===== src/rtl/param_counter.sv =====
// -----------------------------------------------------------------------------
// param_counter
//   Parametrised up/down counter with parallel load, enable, configurable
//   modulus and step, wrap or saturate at the range limits, and a registered
//   one-cycle overflow pulse for cascading. Single clock domain.
//
// Parameters
//   WIDTH    counter width in bits (>= 2)
//   MAX_VAL  top of the count range, range is 0..MAX_VAL inclusive (>= 1)
//   RST_VAL  count value after reset (<= MAX_VAL)
//   SATURATE 0: wrap modulo MAX_VAL+1, 1: clamp at 0 / MAX_VAL
//   PRESCALE enabled cycles per count step (only with PCNT_PRESCALE_EN)
//
// Configuration macro
//   PCNT_PRESCALE_EN  when defined, an internal prescaler counts enabled
//                     cycles 0..PRESCALE-1 and the counter steps only on the
//                     last one. When undefined every enabled cycle steps and
//                     no prescaler flops exist.
//
// Ports
//   i_clk      in   1      clock, rising edge
//   i_rst      in   1      synchronous active-high reset
//   i_en       in   1      count enable
//   i_up       in   1      1 = add step, 0 = subtract step
//   i_step     in   WIDTH  step magnitude (0 = hold)
//   i_load     in   1      parallel load strobe
//   i_load_val in   WIDTH  load value (clamped to MAX_VAL)
//   o_p        out  WIDTH  current count (register)
//   o_ovf      out  1      pulse: previous step crossed or clipped at a limit
//   o_zero     out  1      o_p == 0
// -----------------------------------------------------------------------------
module param_counter #(
  parameter int unsigned      WIDTH    = 16,
  parameter logic [WIDTH-1:0] MAX_VAL  = {WIDTH{1'b1}},
  parameter logic [WIDTH-1:0] RST_VAL  = {WIDTH{1'b0}},
  parameter bit               SATURATE = 1'b0,
  parameter int unsigned      PRESCALE = 4
) (
  input  logic             i_clk,
  input  logic             i_rst,
  input  logic             i_en,
  input  logic             i_up,
  input  logic [WIDTH-1:0] i_step,
  input  logic             i_load,
  input  logic [WIDTH-1:0] i_load_val,
  output logic [WIDTH-1:0] o_p,
  output logic             o_ovf,
  output logic             o_zero
);

  // Modulus of the wrapping range; MAX_VAL+1 always fits in WIDTH+1 bits.
  localparam logic [WIDTH:0] MOD_VAL = {1'b0, MAX_VAL} + {{WIDTH{1'b0}}, 1'b1};

  logic [WIDTH-1:0] p_r;
  logic             ovf_r;
  logic             tick_s;

  logic [WIDTH-1:0] step_eff_s;
  logic [WIDTH-1:0] load_clamp_s;
  logic [WIDTH:0]   sum_s;
  logic [WIDTH:0]   wrap_up_s;
  logic [WIDTH:0]   wrap_dn_s;
  logic [WIDTH-1:0] step_p_s;
  logic             step_ovf_s;

`ifdef PCNT_PRESCALE_EN
  localparam int unsigned     PS_W    = (PRESCALE > 1) ? $clog2(PRESCALE) : 1;
  localparam logic [PS_W-1:0] PS_LAST = PS_W'(PRESCALE - 1);

  logic [PS_W-1:0] ps_r;

  assign tick_s = (ps_r == PS_LAST);

  // Prescaler: advances on enabled cycles, wraps on tick, cleared by reset/load.
  always_ff @(posedge i_clk) begin
    if (i_rst) begin
      ps_r <= {PS_W{1'b0}};
    end else if (i_load) begin
      ps_r <= {PS_W{1'b0}};
    end else if (i_en) begin
      if (tick_s) begin
        ps_r <= {PS_W{1'b0}};
      end else begin
        ps_r <= ps_r + PS_W'(1);
      end
    end else begin
      ps_r <= ps_r;
    end
  end
`else
  // PRESCALE has no effect without the prescaler; keep it referenced.
  logic unused_prescale_s;
  assign unused_prescale_s = (PRESCALE == 32'd0);
  assign tick_s            = 1'b1;
`endif

  assign o_p    = p_r;
  assign o_ovf  = ovf_r;
  assign o_zero = (p_r == {WIDTH{1'b0}});

  // Next-count arithmetic, done one bit wider so overflow is a plain compare.
  always_comb begin
    step_eff_s   = (i_step > MAX_VAL) ? MAX_VAL : i_step;
    load_clamp_s = (i_load_val > MAX_VAL) ? MAX_VAL : i_load_val;
    sum_s        = {1'b0, p_r} + {1'b0, step_eff_s};
    wrap_up_s    = sum_s - MOD_VAL;
    // p + (MAX_VAL+1) - s: non-negative and below the modulus on underflow.
    wrap_dn_s    = {1'b0, p_r} + MOD_VAL - {1'b0, step_eff_s};
    step_p_s     = p_r;
    step_ovf_s   = 1'b0;
    if (i_up) begin
      if (sum_s > {1'b0, MAX_VAL}) begin
        step_ovf_s = 1'b1;
        step_p_s   = SATURATE ? MAX_VAL : wrap_up_s[WIDTH-1:0];
      end else begin
        step_ovf_s = 1'b0;
        step_p_s   = sum_s[WIDTH-1:0];
      end
    end else begin
      if (step_eff_s > p_r) begin
        step_ovf_s = 1'b1;
        step_p_s   = SATURATE ? {WIDTH{1'b0}} : wrap_dn_s[WIDTH-1:0];
      end else begin
        step_ovf_s = 1'b0;
        step_p_s   = p_r - step_eff_s;
      end
    end
  end

  // Count register and overflow pulse: reset > load > enabled tick > hold.
  always_ff @(posedge i_clk) begin
    if (i_rst) begin
      p_r   <= RST_VAL;
      ovf_r <= 1'b0;
    end else if (i_load) begin
      p_r   <= load_clamp_s;
      ovf_r <= 1'b0;
    end else if (i_en && tick_s) begin
      p_r   <= step_p_s;
      ovf_r <= step_ovf_s;
    end else begin
      p_r   <= p_r;
      ovf_r <= 1'b0;
    end
  end

endmodule


===== config.mk =====
export PLATFORM = sky130hd
export DESIGN_NAME = param_counter
export DESIGN_NICKNAME = d
export VERILOG_FILES = /design/src/rtl/param_counter.sv
export SDC_FILE = /design/constraint.sdc
export NUM_CORES = 1
export LEC_CHECK = 0
export ABC_AREA = 1
export ABC_CLOCK_PERIOD_IN_PS = 2100
export BUFFER_PORTS_ARGS = -buffer_cell sky130_fd_sc_hd__buf_2
export CORE_MARGIN = 3
export CORE_UTILIZATION = 40
export CTS_CLUSTER_SIZE = 8
export DETAILED_ROUTE_END_ITERATION = 8
export PLACE_DENSITY = 0.73
export SLEW_MARGIN = 40
export SYNTH_ARGS = -nofsm -noshare
export SYNTH_HDL_FRONTEND = slang
export SYNTH_SLANG_ARGS = --single-unit

===== constraint.sdc =====
create_clock -name i_clk -period 2.1 [get_ports i_clk]
set_input_delay 0.42 -clock i_clk [delete_from_list [all_inputs] [get_ports i_clk]]
set_output_delay 0.42 -clock i_clk [all_outputs]
set_load 0.02 [all_outputs]

==> results.txt <==
Total Nets Final: 589
Pre-antenna DRT Iters: 5
top cell type's share of synthesized area: 0.208
post-CTS setup buffers: 0
switching power: 660 uW
Syn-to-layout area delta: 18.6%
met2 Track Usage GR: 0.353
Max Cap Viol: 0
total grt overflow: 0
H-tree depth: 1
status: finished clean
Synthesized Nets: 524
internal power: 766 uW
FF+latch count, synth: 17
switch share: 0.463
antenna-violating nets left: 0
row cnt: 28
Die X: 86.7 um
WHS: 0.424 ns
vias after detailed routing: 3121
Synth Area per Inst: 5.75 um2
synth warn: 0
f_max: 507 MHz
Peak supply drop: 0.402 mV
dominant synthesized flop cell: dfxtp_1
Pins Over Slew Limit: 0
vias in the first global route: 2979
clk slew on worst S/H paths: 0.07 ns
clk buf depth: 2
Post-synth ARST share: 0
# diodes: 0
register share of total power: 0.268
grt peak-use layer: met2
clock share of power: 0.183
crit path buf inv count: 1
placed instance count: 588
critical path arrival: 2.17 ns
grt met3 use: 0.0314
clk sink count: 17
Syn Std Cell Area: 2600 um2
CTS hold repair buffers: 0
Final Skew: 0.00417 ns
GP Congestion: 0.978
GRT Overall Usage: 0.224
Slowest cell on crit path: fa_1
Max FO, Critical Path: 4
CTS tree: done
core area: 6100 um2
pin count of the biggest net entering global routing: 19
worst rel slew slack: 0.563
DRT iter0 DRCs: 246
top post-synthesis cells by area: nand2_1 (21%), ha_1 (15%), dfxtp_1 (13%)
Req. time, crit path: 2.29 ns
fin crit share: 0.939
HPWL Detailed: 6.83 mm
total CTS buffers: 3
Worst Setup End Kind: flip-flop
Hold Crit Class: input pin to flip-flop
Largest stage delay, worst path: 0.41 ns
met1 usage: 0.318
Gate Count Post-Synth: 453
number of antenna violations at the first check in global routing: 0
Die Ht: 86.7 um
effective utilization at floorplan: 0.427
Commonest cells post-synth: nand2_1 (144), inv_1 (72), nand3_1 (40)
Power Dens Cells: 462 nW/um2
RSZ-0062 raised after global routing: false
post-layout minimum cycle time: 1.97 ns
DRT Wirelength: 8.24 mm
Post-synth EDFFs: 0
Port-buffer cells: 54
post-DR vias/cell: 5.27
DRC Markers: 0
WS Path Type: flip-flop to flip-flop
Cell Count, Final, Fillers Out: 592
Synth area leader: nand2_1
most frequent cell after synthesis: nand2_1
WL/cell: 13.9 um
Worst path top cell family by delay: adder cells
DIE AREA: 7510 um2
share of cells above drive strength 1: 0.199
worst skew pair latency: 0.26 ns
post-synth cell types: 33
Comb pwr share: 0.550
first-pass GRT wire length: 13.4 mm
Final Setup Violations: 0
Worst Setup Start Kind: flip-flop
Slew @ Worst Pin: 0.655 ns
clk root buf: clkbuf_8
final hold vios: 0
crit path cell chain: inv_1, ha_1, fa_1, o21bai_1, nand3_1, nand4_1, nand2_1, nand2_1, nand3_1, a21oi_1
num ports: 55
sequential element share of the synthesized area: 0.131
Leak: 1.80 nW
## worst paths after layout
kind | cells after the start | start | slack [ns] | endpoint
worst min-delay path | 3 | i_load_val[3] | 0.42 | o_p[3]
worst max register to register | 10 | o_p[0] | 0.13 | o_p[12]
worst max-delay path | 10 | o_p[0] | 0.13 | o_p[12]
worst min register to register | 2 | o_p[3] | 0.54 | o_p[3]
## cell type report
class | instances | area (um2)
Timing Repair Buffer | 72 | 405
Fill cell | 642 | 3010
Inverter | 77 | 289
Tap cell | 75 | 93.8
Clock buffer | 3 | 41.3
Clock inverter | 1 | 5.00
Multi-Input combinational cell | 347 | 1910
Sequential cell | 17 | 343
## kinds of logic after synthesis
logic type,Yosys count,synth area share
XOR/XNOR,2,0.00673
adder cells (fa/ha/maj),34,0.169
AO/OA/AOI/OAI,70,0.164
AND/OR/NAND/NOR,241,0.393
flip-flops,17,0.131
buffers and inverters,89,0.137
## cell usage in the layout, fill, tap and decap left out
cell	n
nand2_1	144
inv_1	72
buf_2	54
nand3_1	40
nor2_1	34
ha_1	31
a21oi_1	29
buf_4	18
dfxtp_1	15
a22oi_1	12
o21ai_0	10
a21oi_2	6
inv_2	5
o21bai_1	5
nor4_1	4
nand2_2	4
nor2_2	3
a31oi_1	3
and2_1	3
clkbuf_8	3
nor3_1	2
nor3_2	2
nand3_2	2
o21ai_1	2
xor2_1	2
fa_1	2
dfxtp_2	2
o22ai_1	1
a21o_1	1
nand4_1	1
o21ai_2	1
or2_2	1
or2_1	1
ha_2	1
clkinv_2	1
## layer usage
layer  part of all wire  vias to the layer above  routed length [um]
met5                  0                        -                   0
met4              0.011                        0                  91
met3              0.090                       10                 745
met2               0.44                      137                3640
met1               0.46                     1405                3760
li1                   -                     1569                   -
## power groups by stage
| stage | combinational (mW) | sequential (mW) | clock [mW] |
|---|---|---|---|
| CTS | 0.769 | 0.379 | 0.263 |
| floorplan | 0.487 | 0.416 | 0 |
| finish | 0.784 | 0.382 | 0.261 |
| global placement | 0.758 | 0.386 | 0 |
| global route | 0.872 | 0.385 | 0.281 |
| detailed placement | 0.764 | 0.386 | 0 |
## registers in the layout, indices dropped and copies added (netlist names)
register and count:
o_ovf 1, o_p 16
## timing repair
| item | CTS | global route |
|---|---|---|
| resized for setup | 0 | 3 |
| hold endpoints to repair | 0 | 0 |
| endpoints found under the setup margin | 0 | 2 |
## worst min-delay path: stages
cell and delay, ns:
buf_2 0.09, nand2_1 0.06, a31oi_1 0.07
## metrics by stage
stage | setup slack [ns] | util | area, um2 | total power [mW] | TNS (ns)
2_1_floorplan | 0.190 | - | 2600 | 0.903 | 0
3_3_place_gp | 0.0424 | 0.498 | 3040 | 1.14 | 0
3_5_place_dp | -0.00692 | 0.498 | 3040 | 1.15 | -0.00692
4_1_cts | 0.161 | 0.506 | 3080 | 1.41 | 0
5_1_grt | 0.0132 | 0.507 | 3090 | 1.54 | 0
6_report | 0.128 | 0.507 | 3090 | 1.43 | 0
Power figures use the tool's default switching activity.
